**src/rtl/stdout_uart_tx.sv**
```systemverilog
// stdout_uart_tx: FIFO-buffered 8N1 UART transmitter for the core's stdout, with backpressure on cpu_en.
// Define STDOUT_TX_PARITY_EN to add an even-parity bit after D7 (8E1 framing).
module stdout_uart_tx #(
  parameter int CLKS_PER_BIT = 16,
  parameter int FIFO_DEPTH = 8
) (
  input  logic                        clk,
  input  logic                        reset,
  input  logic                        host_en,
  input  logic [7:0]                  stdout,
  input  logic                        stdout_en,
  output logic                        cpu_en,
  output logic                        tx,
  output logic                        busy,
  output logic [$clog2(FIFO_DEPTH):0] fifo_level
);
  localparam int AW = $clog2(FIFO_DEPTH);
  localparam int LW = AW + 1;
  localparam int CW = $clog2(CLKS_PER_BIT);
  localparam logic [2:0] S_IDLE = 3'd0;
  localparam logic [2:0] S_START = 3'd1;
  localparam logic [2:0] S_DATA = 3'd2;
  localparam logic [2:0] S_STOP = 3'd3;
`ifdef STDOUT_TX_PARITY_EN
  localparam logic [2:0] S_PARITY = 3'd4;
  localparam logic [2:0] S_AFTER_DATA = S_PARITY;
`else
  localparam logic [2:0] S_AFTER_DATA = S_STOP;
`endif
  logic [7:0]    r_mem [FIFO_DEPTH];
  logic [AW-1:0] r_wp, r_rp;
  logic [LW-1:0] r_level, w_level_n;
  logic [2:0]    r_state, w_state_n;
  logic [CW-1:0] r_cnt;
  logic [2:0]    r_idx;
  logic [7:0]    r_shift, w_shift_n;
  logic          r_tx, w_tx_n, r_busy;
  logic          w_full, w_push, w_pop, w_last;
  assign w_full = r_level == LW'(FIFO_DEPTH);
  assign cpu_en = host_en && !w_full;
  assign w_push = stdout_en && cpu_en;
  assign w_last = r_cnt == CW'(CLKS_PER_BIT - 1);
  // The FSM pops from IDLE or at the final stop-bit cycle, which is what makes back-to-back frames gapless.
  assign w_pop = (r_state == S_IDLE || (r_state == S_STOP && w_last)) && r_level != '0;
  assign w_level_n = r_level + LW'(w_push) - LW'(w_pop);
  assign w_shift_n = w_pop ? r_mem[r_rp] : (r_state == S_DATA && w_last) ? r_shift >> 1 : r_shift;
  assign tx = r_tx;
  assign busy = r_busy;
  assign fifo_level = r_level;
  always_comb begin
    w_state_n = r_state;
    case (r_state)
      S_IDLE:   w_state_n = w_pop ? S_START : S_IDLE;
      S_START:  w_state_n = w_last ? S_DATA : S_START;
      S_DATA:   w_state_n = (w_last && r_idx == 3'd7) ? S_AFTER_DATA : S_DATA;
`ifdef STDOUT_TX_PARITY_EN
      S_PARITY: w_state_n = w_last ? S_STOP : S_PARITY;
`endif
      S_STOP:   w_state_n = w_last ? (w_pop ? S_START : S_IDLE) : S_STOP;
      default:  w_state_n = S_IDLE;
    endcase
  end
`ifdef STDOUT_TX_PARITY_EN
  logic r_par;
  always_ff @(posedge clk or posedge reset)
    if (reset) r_par <= 1'b0;
    else if (w_pop) r_par <= ^r_mem[r_rp];
  assign w_tx_n = w_state_n == S_START ? 1'b0 : w_state_n == S_DATA ? w_shift_n[0] :
                  w_state_n == S_PARITY ? r_par : 1'b1;
`else
  assign w_tx_n = w_state_n == S_START ? 1'b0 : w_state_n == S_DATA ? w_shift_n[0] : 1'b1;
`endif
  always_ff @(posedge clk)
    if (w_push) r_mem[r_wp] <= stdout;
  always_ff @(posedge clk or posedge reset) begin
    if (reset) begin
      r_wp <= '0;
      r_rp <= '0;
      r_level <= '0;
      r_state <= S_IDLE;
      r_cnt <= '0;
      r_idx <= '0;
      r_shift <= '0;
      r_tx <= 1'b1;
      r_busy <= 1'b0;
    end else begin
      r_wp <= r_wp + AW'(w_push);
      r_rp <= r_rp + AW'(w_pop);
      r_level <= w_level_n;
      r_state <= w_state_n;
      r_cnt <= (w_state_n != r_state || w_last || r_state == S_IDLE) ? '0 : r_cnt + 1'b1;
      r_idx <= (w_state_n != r_state) ? '0 : r_idx + 3'(r_state == S_DATA && w_last);
      r_shift <= w_shift_n;
      r_tx <= w_tx_n;
      r_busy <= w_state_n != S_IDLE || w_level_n != '0;
    end
  end
endmodule

```
**config.mk**
```make
export PLATFORM = sky130hd
export DESIGN_NAME = stdout_uart_tx
export DESIGN_NICKNAME = d
export VERILOG_FILES = /design/src/rtl/stdout_uart_tx.sv
export SDC_FILE = /design/constraint.sdc
export NUM_CORES = 1
export LEC_CHECK = 0
export ABC_AREA = 1
export CORE_MARGIN = 2
export CORE_UTILIZATION = 49
export CTS_BUF_LIST = sky130_fd_sc_hd__clkbuf_8
export DETAILED_ROUTE_END_ITERATION = 8
export DONT_BUFFER_PORTS = 1
export GPL_TIMING_DRIVEN = 1
export PLACE_DENSITY = 0.66
export SYNTH_ARGS = -nofsm -noshare
export SYNTH_HDL_FRONTEND = slang
export SYNTH_SLANG_ARGS = --single-unit
```
**constraint.sdc**
```tcl
create_clock -name clk -period 2.2 [get_ports clk]
set_input_delay 0.11 -clock clk [delete_from_list [all_inputs] [get_ports clk]]
set_output_delay 0.11 -clock clk [all_outputs]
set_load 0.02 [all_outputs]
```
Yosys cells after proc, flatten, opt, wreduce, memory -nomap -nowiden
Memories as Yosys holds them, arrays and structs flattened.
Cells that the tools add are included.
{"block": "totals", "reg_bits": 30, "ramBits": 64, "output_inout_bits": 7, "elab_cells": 55, "n_memories": 1}
{"memory": "r_mem", "depth": 8, "width": 8, "rd": 1, "rd_clocked_by_memory_dff": 0, "wr": 1, "line_no": "30", "text": "logic [7:0] r_mem [FIFO_DEPTH];"}
{"block": "classes", "addsub": 6, "n_eq_ne": 9, "muxes": 13, "n_reduce_logical": 16}
{"operator": "$mux 8", "count": 2}
{"operator": "$add 3x1->3", "count": 3}
{"operator": "$eq 3x2->1 const B", "count": 3}
{"operator": "$eq 4x4->1 const B", "count": 2}
{"operator": "$pmux 2 s4", "count": 1}
{"operator": "$reduce_bool 4->1", "count": 2}
{"operator": "$eq 3x1->1 const B", "count": 2}
{"operator": "$logic_and 1x1->1", "count": 6}
{"operator": "$mux 1", "count": 6}
{"operator": "$add 4x1->4", "count": 1}
{"operator": "$add 4x1->4 const B", "count": 1}
{"operator": "$logic_or 1x1->1", "count": 4}
{"operator": "$mux 2", "count": 2}
{"operator": "$mux 4", "count": 1}
{"operator": "$sub 4x1->4", "count": 1}
{"operator": "$eq 3x3->1 const B", "count": 1}
{"operator": "$logic_not 3->1", "count": 1}
{"operator": "$mux 3", "count": 1}
{"operator": "$ne 3x3->1", "count": 1}
{"operator": "$reduce_bool 3->1", "count": 1}
{"operator": "$reduce_bool 2->1", "count": 1}
{"operator": "$logic_not 1->1", "count": 1}

Depth between registers and ports, before layout
Gate-level depths: netlist (run 1).
{"block": "logic_depth", "depth_word": 11, "ltp_mapped": 13, "ltp_nobuf": 13}

Worst setup path after synthesis (run 1)
OpenSTA, ideal clock, no wires.
{"block": "synth_path", "path_kind": "register to register", "start": "register r_level[2], in the netlist fifo_level[2]", "end": "register r_busy, in the netlist busy", "setup_time_ns": 0.129, "arrival_time_ns": 2.622, "required_ns": 2.071, "setup_slack_ns": -0.551, "stages_incl_launch_ff": 13, "path_buffers": 0, "period_less_slack_ns": 2.751, "path_cell_list": "dfrtp_1 > inv_1 > ha_1 > a31oi_1 > nand2_1 > ha_1 > inv_1 > ha_1 > inv_1 > fa_1 > inv_1 > nor3_1 > nand3_1"}
{"block": "synth_between", "elab_chain_cells": 8, "word_cells_on_any_way": 14, "classes_between": "2 x add/sub; 1 x eq/ne; 3 x mux; 8 x reduce/logical"}
{"element": "start, declared", "line_no": "32", "text": "logic [LW-1:0] r_level, w_level_n;"}
{"element": "start signal, assigned", "line_no": "89", "text": "r_level <= w_level_n;"}
{"element": "$eq 4x4->1", "line_no": "39", "text": "assign w_full = r_level == LW'(FIFO_DEPTH);"}
{"element": "$logic_not 1->1", "line_no": "40", "text": "assign cpu_en = host_en && !w_full;"}
{"element": "$logic_and 1x1->1", "line_no": "40"}
{"element": "net cpu_en", "line_no": "12", "text": "output logic cpu_en,"}
{"element": "$logic_and 1x1->1", "line_no": "41", "text": "assign w_push = stdout_en && cpu_en;"}
{"element": "$add 4x1->4", "line_no": "45", "text": "assign w_level_n = r_level + LW'(w_push) - LW'(w_pop);"}
{"element": "$sub 4x1->4", "line_no": "45"}
{"element": "net w_level_n[1]", "line_no": "32"}
{"element": "$reduce_bool 4->1", "line_no": "95", "text": "r_busy <= w_state_n != S_IDLE || w_level_n != '0;"}
{"element": "$logic_or 1x1->1", "line_no": "95"}
{"element": "end signal, assigned", "line_no": "85", "text": "r_busy <= 1'b0;"}
{"element": "end signal, assigned", "line_no": "95"}
{"element": "end, declared", "line_no": "37", "text": "logic r_tx, w_tx_n, r_busy;"}
The timed path passes the listed nets, and every way through them passes these cells.
A chain may end at the register's enable or synchronous reset.

Worst setup path in the final report (run 1)
{"block": "layout_path", "start": "register r_level[2], in the netlist fifo_level[2]", "end": "register r_busy, in the netlist busy"}
{"block": "layout_between", "elab_chain_cells": 8, "word_cells_on_any_way": 14, "classes_between": "2 x add/sub; 1 x eq/ne; 3 x mux; 8 x reduce/logical"}
{"element": "$eq 4x4->1", "line_no": "39"}
{"element": "$logic_not 1->1", "line_no": "40"}
{"element": "$logic_and 1x1->1", "line_no": "40"}
{"element": "$logic_and 1x1->1", "line_no": "41"}
{"element": "$add 4x1->4", "line_no": "45"}
{"element": "$sub 4x1->4 *", "line_no": "45"}
{"element": "net w_level_n[1]", "line_no": "32"}
{"element": "$reduce_bool 4->1 *", "line_no": "95"}
{"element": "$logic_or 1x1->1 *", "line_no": "95"}
Mark *: on every way through the listed nets, which the timed path passes. The rest lies on a longest branch.

==> results list, run 1 <==
* CP Max Fanout: 3
* Global-route wire length before repair: 12,800 um
* Failing checks: setup timing
* Fin crit share: 1.02
- # IOs: 19
- Final worst setup slack: -0.0482 ns
- Walking the worst path, the cells encountered are inv_4 -> ha_4 -> nand3_4 -> nand2_4 -> nor2_8 -> ha_4 -> inv_2 -> ha_4 -> inv_2 -> fa_1 -> inv_2 -> nor3_2 -> nand3_1.
- The worst setup path is captured at a flop.
* Maximum number of pins on one net before global-route repair: 34
* Data arrival time of the critical path: 2.49 ns
* Netlist cell types: 30
- Across every metal layer, demand over resource in global routing totals 0.194.
- Worst hold slack across all endpoints: 0.162 ns
- For this run the aggregate overflow at the end of global routing stands at 0.
- Synth Cell Area: 4030 sq um
- The largest single stage delay on the critical path is 0.48 ns.
* Iteration-0 DRC Markers: 118
- Worst-skew pair later-pin latency: 0.35 ns
- Number of CTS-inserted buffers: 9
- Measured against its own limit, the worst slew margin works out to 0.377.
* Fraction of final layout cells with drive strength greater than 1: 0.200
- Global placement routability congestion: 0.788
- Syn-to-layout area delta: 16.9%
- The number of antenna diodes in the final layout is 0.
- DIE WIDTH: 94.7 um
* Finish-stage setup viols: 1
- Initial antenna violation count: 0
* Via count of the first global-routing pass: 2,568
- Lkg Pwr: 1.95 nW
* Syn Inst Count: 364
- HPWL after DPL: 5110 um
* Initial core utilization: 0.498
* Vias after detailed routing: 2,607
- The cell family contributing the most delay on the critical path is adder cells.
- From bottom edge to top edge, the die measures 94.7 um.
* Routed vias/inst: 5.07
* Full die area: 8970 sq um
- TritonCTS built the clock tree.
* Core area: 8090 sq um
- Root buffer cell: sky130_fd_sc_hd__clkbuf_8
* Unrepaired setup endpoints after global routing: yes
* Rows: 33
* Worst slew pin tran: 0.934 ns
- Clock power share: 0.245
* Layout Nets: 429
- Clock-pin slew of the registers on the worst-case setup and hold paths: 0.09 ns
* Final slew viol count: 0
* Max H-tree Level: 3
- Total wire length: 7800 um
* Met2 Wirelength: 3960 um
- CTS sink cnt: 93
* Avg Synthesized Cell Area: 11.1 sq um
- Sum of negative setup slack: -0.0482 ns
* Hold violation count in the final report: 0
* Buffer levels on the longest clock path: 2
* Critical path startpoint category: flop
* Peak ir drop on the vdd network: 0.000431 V
- Post-route antenna net violation count: 0
- Cell internal power was estimated by the tool at 2.82 mW.
- FILL cells: 700
- Maximum frequency from static timing analysis: 445 MHz
* Worst-case clock skew: 0.00930 ns
- Endpoint required time on the critical path: 2.44 ns
- Sequential area share after synthesis: 0.657
- Max-cap violations in this run came to 0.
- Counting both buffers and inverters, the worst setup path holds a total of 4.
* Switching portion of total power: 0.290
* Synth Net Count: 389
* Crit Path Category: flop to flop
* Power density relative to cell area: 842 nW/um^2
* Number of iterations in the first detailed-routing pass: 4
- In the final routed layout, each cell accounts on average for 15.2 um.
- Routed wire length on met3: 282 um
- Placed cell areas: 4400 sq um
- Among all stages on the critical path, the largest delay is contributed by sky130_fd_sc_hd__fa_1.
- Residual DRC count: 0
- Synthesis inferred 93 register bits.
- Yosys warns: 0
- Sequential fraction of design power: 0.541
- Uppermost layer routed: met4
- Worst hold path class: input pin to flop
- Final Instance Area: 4710 sq um
- For this block, wires on met1 add up to 3440 um.
- Psw: 1.15 mW
- Quantity of I/O buffers inserted on ports: 0
- Logic pwr share: 0.214
- Overall power: 3.97 mW
- Run status: finished, violations left
- Final critical path time including I/O delays and setup: 2.25 ns
registers in the layout, summed over array words and instances (netlist names):
| register | flops |
|---|---|
| r_wp | 3 |
| r_cnt | 4 |
| r_idx | 3 |
| r_mem | 64 |
| busy | 1 |
| fifo_level | 4 |
| tx | 1 |
| r_state | 2 |
| r_shift | 8 |
| r_rp | 3 |
power by group through the flow:
stage / clock (mW) / sequential (mW) / combinational, mW
6_report: 0.971 / 2.15 / 0.851
5_1_grt: 1.08 / 2.17 / 0.948
4_1_cts: 1.01 / 2.15 / 0.829
3_5_place_dp: 0 / 2.18 / 0.771
3_3_place_gp: 0 / 2.18 / 0.745
2_1_floorplan: 0 / 2.23 / 0.434
per-stage QoR:
stage	util	setup slack (ns)	std cells
global route	0.582	-0.165	514
global placement	0.544	0.00876	485
finish	0.582	-0.0482	514
CTS	0.577	-0.0471	510
floorplan	-	-0.0756	364
detailed placement	0.544	-0.100	485
cell type report:
type                       count  area (sq um)  area share
clock buffer                   9           124      0.0263
timing repair buffer          40           323      0.0685
multi-input combinational    225          1300       0.276
tap                          105           131      0.0279
sequential                    93          2660       0.564
inverter                      35           134      0.0284
clock inverter                 7          42.5     0.00903
tightest hold or removal path, cell delays in order:
cell	delay (ns)
sky130_fd_sc_hd__nand2_2	0.05
sky130_fd_sc_hd__buf_4	0.15
sky130_fd_sc_hd__inv_1	0.06
sky130_fd_sc_hd__ha_1	0.11
placed cells by master (no fill, tap or decap), drive strengths merged, types with 5 or more instances in the layout:
cell type	instances
nand2	102
edfxtp	64
nand3	58
inv	34
buf	31
dfrtp	28
nor2	23
ha	12
clkbuf	9
dlygate4sd3	9
o21ai	8
clkinv	6
o211ai	5
metal layers:
metal,track usage,vias to the layer above
li1,-,1295
met1,0.244,1263
met4,0.0568,0
met2,0.333,39
met3,0.0479,10
met5,0,-
final timing paths:
kind	startpoint	to	slack, ns	depth (start not counted)
worst max-delay path	fifo_level[2]	busy	-0.05	13
worst min-delay path	stdout_en	r_wp[0]	0.16	4
worst max register to register	fifo_level[2]	busy	-0.05	13
worst min register to register	r_shift[5]	r_shift[4]	0.52	2
max in group asynchronous	reset	r_shift[4]	1.13	3
min in group asynchronous	reset	r_cnt[2]	0.40	2
cell usage after synthesis (all sizes together):
library cell	count	area share
inv	34	0.032
ha	12	0.037
xor2	4	0.0087
nor3	1	0.0012
clkinv	1	0.00093
nand2	102	0.099
or2	1	0.0016
buf	11	0.014
edfxtp	64	0.48
o211ai	5	0.0093
dfstp	1	0.0065
xnor2	2	0.0043
nand3	58	0.079
a31oi	1	0.0016
nor2	23	0.027
dfrtp	28	0.17
a21oi	4	0.0050
a21boi	2	0.0037
o21ai	8	0.013
o21a	1	0.0019
fa	1	0.0050
kinds of logic after synthesis:
| family | after synthesis | share of synthesized area |
|---|---|---|
| simple gates | 185 | 0.208 |
| xor+xnor | 6 | 0.0130 |
| buf+inv | 46 | 0.0462 |
| fa+ha+maj | 13 | 0.0422 |
| flops | 93 | 0.657 |
| compound gates | 21 | 0.0341 |
timing repair:
item / 4_1_cts / 5_1_grt
hold buffers: 9 / 0
hold endpoints to repair: 85 / 0
buffers inserted: 0 / 4
pin swaps: 1 / 6
setup endpoints to repair: 1 / 2
resized for setup: 3 / 4
No activity file was read; power rests on OpenSTA's default activity.
==> inputs of run 2 (changes only) <==
- ABC_AREA: 1 -> default
- CORE_ASPECT_RATIO: default -> 2
- clock period: 2.2 -> 1.9 ns (I/O delays scaled with it)
==> run 2 against run 1 <==
Compared with the run above: the flow still finishes with violations (setup timing); final cell count fell by 24%; synthesized area shrank 3.8%; setup slack lost 0.92 ns; clock power is 56% higher; synthesized cell count is 38% lower; wire length is 7.8% lower; via count shrank 20%; worst hold slack better by 0.070 ns; sequential share of layout area down 4.1 points; first-iteration DRC count is 7.6% lower; register-to-register slack got worse by 0.92 ns; critical endpoint unchanged; largest cell class unchanged; largest power group unchanged; highest routed layer unchanged.
==> results list, run 2 <==
* Run status: finished, violations left
- The checks that failed: setup timing.
* Internal power: 3.86 mW (+37%)
* Full die area: 8690 sq um (-3.2%)
* Placed cell areas: 4410 sq um (about the same)
- Core area: 7660 sq um (-5.4%)
* Synth top cells by count: sky130_fd_sc_hd__edfxtp_1 (64), sky130_fd_sc_hd__dfrtp_1 (28), sky130_fd_sc_hd__mux2i_1 (23)
- Via count of the first global-routing pass: 2,219 (-14%)
- Endpoint required time on the critical path: 2.12 ns (-0.32 ns)
- Leaving out fill and tap cells, the most frequent cells in the layout are sky130_fd_sc_hd__edfxtp_1 (64), sky130_fd_sc_hd__buf_4 (36), sky130_fd_sc_hd__dfrtp_1 (26).
* Maximum number of pins on one net before global-route repair: 21 (-38%)
* Most frequent standard cell in the layout excluding fill and tap cells: sky130_fd_sc_hd__edfxtp_1
- Rows: 45 (+36%)
* Fraction of final layout cells with drive strength greater than 1: 0.420 (+0.220)
- Max H-tree Level: 3 (unchanged)
- The worst ir drop on vdd came to 0.000721 V (+67%).
* Sequential fraction of design power: 0.478 (-0.063)
* Root buffer cell: sky130_fd_sc_hd__clkbuf_8
* Global-route total usage across every layer: 0.189 (-0.00525)
- The number of failing hold endpoints at the final stage was 0 (unchanged).
- Fin crit share: 1.51 (+0.487)
- The number of synthesized flops with an enable pin is 64 (unchanged).
- Biggest area consumer among synthesized cells: sky130_fd_sc_hd__edfxtp_1
- Asr flop ratio synth: 0.312 (unchanged)
- The post-layout total power came to 5.29 mW (+33%).
- CP Max Fanout: 3 (unchanged)
* Residual DRC count: 0 (unchanged)
- Final critical path time including I/O delays and setup: 2.87 ns (+0.618 ns)
- The final worst-path setup slack is -0.966 ns (-0.918 ns).
* Unrepaired setup endpoints after global routing: yes
- Final Instance Area: 5070 sq um (+7.6%)
- The total routed wirelength is 7190 um (-7.8%).
* Yosys warns: 0 (unchanged)
- Global placement routability congestion: 0.729 (-7.5%)
- The die span in x was 66.9 um (-29%).
- More flip-flops sit in one register than any other, and that register is r_mem.
- Quantity of I/O buffers inserted on ports: 0 (unchanged)
* Crit Path Category: flop to flop
- The power density over the cells came to 1040 nW/um^2 (+24%).
- Worst-case clock skew: 0.00591 ns (-0.00340 ns)
* Vias after detailed routing: 2,076 (-20%)
* Synth Cell Area: 3880 sq um (-3.8%)
* Netlist cell types: 33 (+10%)
* Worst hold path class: input pin to flop
- Post-route antenna net violation count: 0 (unchanged)
* Finish-stage setup viols: 43 (+42)
- Data arrival time of the critical path: 3.09 ns (+0.60 ns)
- Number of CTS-inserted buffers: 9 (unchanged)
- Most common cell type on the critical path: sky130_fd_sc_hd__ha_4
* Slew margin rel.: 0.460 (+0.0835)
- Initial core utilization: 0.507 (+0.00824)
* CTS sink cnt: 93 (unchanged)
- The post-synthesis cell count is 227 (-38%).
- The clock share of power came to 0.285 (+0.040).
- Global route total overflow: 0 (unchanged)
- Multi-input logic area: 1380 sq um (+5.9%)
* Maximum frequency from static timing analysis: 349 MHz (-22%)
- CP Cell Sequence: inv_4 -> ha_4 -> or3b_4 -> nand2_4 -> o21ai_4 -> ha_4 -> inv_4 -> ha_4 -> inv_2 -> fa_1 -> inv_2 -> nor3_2 -> or4b_4
* Avg Synthesized Cell Area: 17.1 sq um (+54%)
- Number of iterations in the first detailed-routing pass: 5 (+1)
- Psw: 1.43 mW (+24%)
- The leakage power total was 1.90 nW (-2.4%).
* Routed vias/inst: 5.34 (+5.2%)
- Layout Nets: 315 (-27%)
* Max cap viols: 0 (unchanged)
- Type of element capturing the critical path: flop
- Among all stages on the critical path, the largest delay is contributed by sky130_fd_sc_hd__fa_1.
- The sequential standard cell area came to 2650 sq um (-0.19%).
- Iteration-0 DRC Markers: 109 (-7.6%)
- The number of flip-flops under the largest register name is 64 (unchanged).
- HPWL after DPL: 4870 um (-4.8%)
- The clock latency reported for the late side of the worst-skew pair came to 0.35 ns (about the same).
* Cell class contributing the biggest share of worst-path delay: simple AND/OR/NAND/NOR gates
* Most numerous cell in the Yosys netlist: sky130_fd_sc_hd__edfxtp_1
- Register bit total from synthesis: 93 (unchanged)
* Average wire per cell in the routed design: 18.5 um (+22%)
- The fraction of synthesized cell area taken by the top area cell type was 0.495 (+0.0189).
- The largest registers in the layout are r_mem: 64 flops, r_shift: 8 flops.
* Syn-to-layout area delta: 30.7%
- Critical path startpoint category: flop
- Worst slew pin tran: 0.809 ns (-0.125 ns)
* CTS tree: done
- Die span in y: 130 um (+37%)
* Synth Net Count: 252 (-35%)
- The fraction of power spent switching nets is 0.270 (-0.0199).
* Clock-pin slew of the registers on the worst-case setup and hold paths: 0.08 ns (about the same)
- The sequential-to-total area share from yosys stat came to 0.683 (+0.0261).
* # IOs: 19 (unchanged)
- The clock tree buffer depth came to 2 (unchanged).
- The post-placement setup slack was -0.947 ns (-0.846 ns).
- Logic pwr share: 0.237 (+0.023)
- Number of diodes: 0 (unchanged)
- The first-pass GRT wire length came to 11,300 um (-11%).
- The initial antenna violation count was 0 (unchanged).
- CP peak stage delay: 0.48 ns (about the same)
- By area the synthesized netlist is led by sky130_fd_sc_hd__edfxtp_1 (50%), sky130_fd_sc_hd__dfrtp_1 (18%), sky130_fd_sc_hd__mux4_2 (9.3%).
- In the synthesized netlist the dominant register cell turns out to be sky130_fd_sc_hd__edfxtp_1.
- The number of buffer and inverter stages on the critical path was 4 (unchanged).
- FILL cells: 560 (-20%)
* Final slew viol count: 0 (unchanged)
==> run 2: cell count changes in the layout (fill, tap and decap cells not counted), moves of 5 or more <==
cell,delta
sky130_fd_sc_hd__buf_12,+10
sky130_fd_sc_hd__buf_4,+5
sky130_fd_sc_hd__buf_6,+6
sky130_fd_sc_hd__inv_1,-20
sky130_fd_sc_hd__mux2i_1,+23
sky130_fd_sc_hd__mux4_2,+16
sky130_fd_sc_hd__nand2_1,-95
sky130_fd_sc_hd__nand3_1,-51
sky130_fd_sc_hd__nor2_1,-14
sky130_fd_sc_hd__nor2_4,+5
sky130_fd_sc_hd__o211ai_1,-5
==> run 2: layer usage <==
| layer | global-route usage | share of wire | vias up |
|---|---|---|---|
| met5 | 0 | 0 | - |
| met3 | 0.0345 | 0.022 | 13 |
| met4 | 0.0804 | 0.024 | 0 |
| met1 | 0.193 | 0.36 | 1053 |
| li1 | - | - | 981 |
| met2 | 0.361 | 0.59 | 29 |
==> run 2: timing repair <==
item / in CTS / in global routing
hold buffers: 9 / 0
setup buffers: 11 / 11
hold endpoints to repair: 82 / 0
resized for setup: 36 / 12
setup endpoints to repair: 73 / 77
pin swaps: 13 / 10
==> run 2: tightest hold or removal path: cells and delay by family <==
| kind | cells | cell delay [ns] |
|---|---|---|
| fa+ha+maj | 1 | 0.12 |
| simple gates | 1 | 0.04 |
| buf+inv | 3 | 0.30 |
==> run 2: layout make-up <==
type / count / area share
flip-flops and latches: 93 / 0.523
clock inverters: 7 / 0.0225
multi-input cells: 112 / 0.272
inverters: 13 / 0.0111
clock buffers: 9 / 0.0244
repair buffers: 61 / 0.124
well taps: 94 / 0.0232
==> run 2: cell families (layout without fill, tap and decap cells) <==
logic type / count (synthesis) / in the layout / share of synthesized area
and+or+nand+nor: 39 / 39 / 0.0532
adders and majority gates: 13 / 13 / 0.0439
buffers and inverters: 22 / 90 / 0.0252
AOI/OAI and AO/OA: 12 / 12 / 0.0223
muxes: 39 / 39 / 0.152
xor gates and xnor gates: 9 / 9 / 0.0203
DFF: 93 / 93 / 0.683
==> run 2: final timing paths <==
path | start | endpoint | slack (ns) | depth (start not counted)
min in group asynchronous | reset | r_wp[1] | 0.34 | 2
setup reg to reg | fifo_level[2] | busy | -0.97 | 13
hold reg to reg | r_cnt[0] | r_cnt[0] | 0.54 | 2
max in group asynchronous | reset | tx | 0.88 | 3
hold / removal | stdout_en | r_wp[0] | 0.23 | 5
setup / recovery | fifo_level[2] | busy | -0.97 | 13
==> run 2: power groups by stage <==
stage | Sequential, mW | Combinational, mW | Clock (mW)
2_1_floorplan | 2.58 | 0.447 | 0
3_3_place_gp | 2.53 | 0.883 | 0
3_5_place_dp | 2.54 | 0.899 | 0
4_1_cts | 2.52 | 1.14 | 1.55
5_1_grt | 2.55 | 1.37 | 1.63
6_report | 2.53 | 1.25 | 1.51
==> run 2: through the flow <==
stage          TNS (ns)  hold WS [ns]  instances  utilization
2_1_floorplan     -2.66         0.172        227            -
3_3_place_gp     -17.09         0.169        351        0.576
3_5_place_dp     -19.31         0.179        351        0.576
4_1_cts           -8.87         0.292        384        0.651
5_1_grt           -7.84         0.236        389        0.662
6_report          -3.25         0.232        389        0.662
==> inputs of run 3 (changes only) <==
- CAP_MARGIN: default -> 15
- SETUP_SLACK_MARGIN: default -> 0.2
==> run 3 against run 2 <==
Compared with the run above: the flow still finishes with violations (setup timing); core utilization down 0.36 points; power down 4.4%; non-clock buffer count down 9; via count down 2.2%; clock power down 3%; critical path depth unchanged; sequential share of layout area up 0.31 points; final cell count down 2.3%; largest power group unchanged.
==> results list, run 3 (synthesized netlist as in run 2, its figures left out) <==
* Global-route total usage across every layer: 0.187 (-0.00178)
- HPWL after DPL: 4930 um (+1.4%)
* Number of CTS-inserted buffers: 9 (unchanged)
* Routed vias/inst: 5.34 (+0.10%)
* Vias after detailed routing: 2,030 (-2.2%)
- Uppermost layer routed: met4
* Die span in y: 130 um (unchanged)
- Peak ir drop on the vdd network: 0.000711 V (-1.4%)
- The worst hold path belongs to the class input pin to flop.
- Max H-tree Level: 3 (unchanged)
- The routed length on met3 came to 149 um (-7.5%).
* CP peak stage delay: 0.48 ns (about the same)
* Failing checks: setup timing
* # IOs: 19 (unchanged)
- Clock-pin slew of the registers on the worst-case setup and hold paths: 0.09 ns (about the same)
- The starting utilization of the core area is 0.507 (unchanged).
- Final slew viol count: 0 (unchanged)
- Count of cells along the worst register-to-register path: 13 (unchanged)
- Termination of the worst setup path: busy
* Worst-case clock skew: 0.00976 ns (+0.00385 ns)
- The post-placement setup slack came to -1.00 ns (-0.0550 ns).
- Worst slew pin tran: 0.378 ns (-0.431 ns)
- The cell that appears most often on the critical path is sky130_fd_sc_hd__inv_2.
* Fin crit share: 1.52 (+0.0113)
* Layout Nets: 306 (-2.9%)
* Final worst setup slack: -0.988 ns (-0.0215 ns)
* Residual DRC count: 0 (unchanged)
- The via count of the first global-routing pass was 2,259 (+1.8%).
* Most frequent standard cell in the layout excluding fill and tap cells: sky130_fd_sc_hd__edfxtp_1
- Core area: 7660 sq um (unchanged)
- The largest net degree at the start of global routing is 30 (+43%).
* Total wire length: 7110 um (-1.2%)
* Global placement routability congestion: 0.686 (-5.9%)
- CP Cell Sequence: inv_2 -> ha_2 -> or3b_4 -> nand2_2 -> o21ai_4 -> ha_4 -> inv_2 -> ha_4 -> inv_2 -> fa_1 -> inv_1 -> nor3_1 -> or4b_1
- The worst register-to-register path begins at fifo_level[2].
- The clock period minus final worst setup slack came to 2.89 ns (+0.0215 ns).
- Fraction of final layout cells with drive strength greater than 1: 0.409 (-0.0112)
* Quantity of I/O buffers inserted on ports: 0 (unchanged)
- Finish-stage setup viols: 10 (-77%)
- Post-route antenna net violation count: 0 (unchanged)
- The first-pass GRT wire length was 11,100 um (-2.1%).
- Post-route met1 wirelength: 2510 um (-4.3%)
* Average wire per cell in the routed design: 18.7 um (+1.1%)
- Buffer levels on the longest clock path: 2 (unchanged)
* Maximum frequency from static timing analysis: 346 MHz (-0.74%)
- The count of fill cells added during filler insertion was 548 (-2.1%).
- The iteration count of the initial detailed-routing pass came to 4 (-1).
- The slack of the worst reg-to-reg path is -0.99 ns (-0.02 ns).
- The flow ran to the end, but the final reports show violations.
- Largest Register: r_mem
- The number of failing hold endpoints at the final stage is 0 (unchanged).
- Unrepaired setup endpoints after global routing: yes
* Reg-to-Reg End: busy
- DIE WIDTH: 66.9 um (unchanged)
* Syn-to-layout area delta: 30.0%
- The placed instance area came to 4460 sq um (+1.1%).
* Full die area: 8690 sq um (unchanged)
- The required time at the endpoint of the critical path is 2.13 ns (about the same).
- TritonCTS built the clock tree.
- Critical path startpoint category: flop
- Critical-path top delay cell: sky130_fd_sc_hd__fa_1
- The initial antenna violation count is 0 (unchanged).
* Number of flip-flops under the largest register name: 64 (unchanged)
* Type of element capturing the critical path: flop
* Final standard cell utilization of the core: 0.658 (-0.00360)
- Iteration-0 DRC Markers: 81 (-26%)
* Slew margin rel.: 0.748 (+0.288)
- Worst-skew pair later-pin latency: 0.36 ns (about the same)
* Registers with the highest flip-flop counts: r_mem: 64 flops, r_shift: 8 flops
- CP Max Fanout: 3 (unchanged)
- The overall overflow remaining after global route was 0 (unchanged).
* Startpoint of the worst setup timing path: fifo_level[2]
- Power density relative to cell area: 1000 nW/um^2 (-3.9%)
* Crit Path Category: flop to flop
* Max cap viols: 0 (unchanged)
* CTS sink cnt: 93 (unchanged)
- Met2 Wirelength: 4290 um (+1.4%)
- The post-route cell area was 5040 sq um (-0.54%).
* Number of diodes: 0 (unchanged)
* Root buffer cell: sky130_fd_sc_hd__clkbuf_8
* Top library cells by usage in the layout, fill and taps aside: sky130_fd_sc_hd__edfxtp_1 (64), sky130_fd_sc_hd__buf_4 (26), sky130_fd_sc_hd__dfrtp_1 (25)
* Lkg Pwr: 1.86 nW (-2.3%)
* Rows: 45 (unchanged)
* Data arrival time of the critical path: 3.12 ns (+0.03 ns)
## run 3: what timing repair did
item	in CTS	in global routing
pin swaps	3	6
hold buffers	9	0
endpoints found under the setup margin	77	86
buffers inserted	5	1
gates resized for setup	25	15
endpoints found under the hold margin	93	0
gates cloned	1	0
## run 3: report_power, final
group | switching [mW] | internal (mW)
Sequential | 0.155 | 2.37
Combinational | 0.558 | 0.513
Clock | 0.702 | 0.762
## run 3: routing by layer
| metal | global-route usage | up-vias |
|---|---|---|
| li1 | - | 968 |
| met4 | 0.0924 | 0 |
| met5 | 0 | - |
| met2 | 0.364 | 25 |
| met1 | 0.179 | 1026 |
| met3 | 0.0336 | 11 |
## run 3: worst max-delay path: cells and delay by family (launching register included)
| kind | cells | cell delay (ns) |
|---|---|---|
| simple gates | 4 | 1.08 |
| compound gates | 1 | 0.07 |
| flops | 1 | 0.42 |
| buf+inv | 4 | 0.21 |
| fa+ha+maj | 4 | 0.97 |
## run 3: layout make-up
cell class	instances	area (sq um)	share of cell area
inverters	13	56.3	0.0112
well taps	94	118	0.0233
flip-flops and latches	93	2650	0.526
clock buffers	9	124	0.0246
multi-input cells	112	1390	0.276
repair buffers	52	594	0.118
clock inverters	7	104	0.0206
## run 3: metrics by stage
stage / total power [mW] / hold WS, ns / TNS [ns] / std cells
final: 5.05 / 0.121 / -2.39 / 380
after global routing: 5.31 / 0.109 / -3.10 / 380
after detailed placement: 3.50 / 0.0922 / -4.26 / 348
after floorplan: 3.09 / 0.172 / -2.66 / 227
after CTS: 5.09 / 0.121 / -2.44 / 379
after global placement: 3.47 / 0.0812 / -2.84 / 348
## run 3: how the worst min path moves through the flow
stage | from | to | slack, ns | depth (start not counted)
after global placement | reset | r_wp[2] | 0.08 | 2
after global routing | stdout_en | r_wp[0] | 0.11 | 4
after floorplan | reset | busy | 0.17 | 1
after CTS | stdout_en | r_wp[0] | 0.12 | 4
after detailed placement | reset | r_wp[1] | 0.09 | 2
final | stdout_en | r_wp[0] | 0.12 | 4
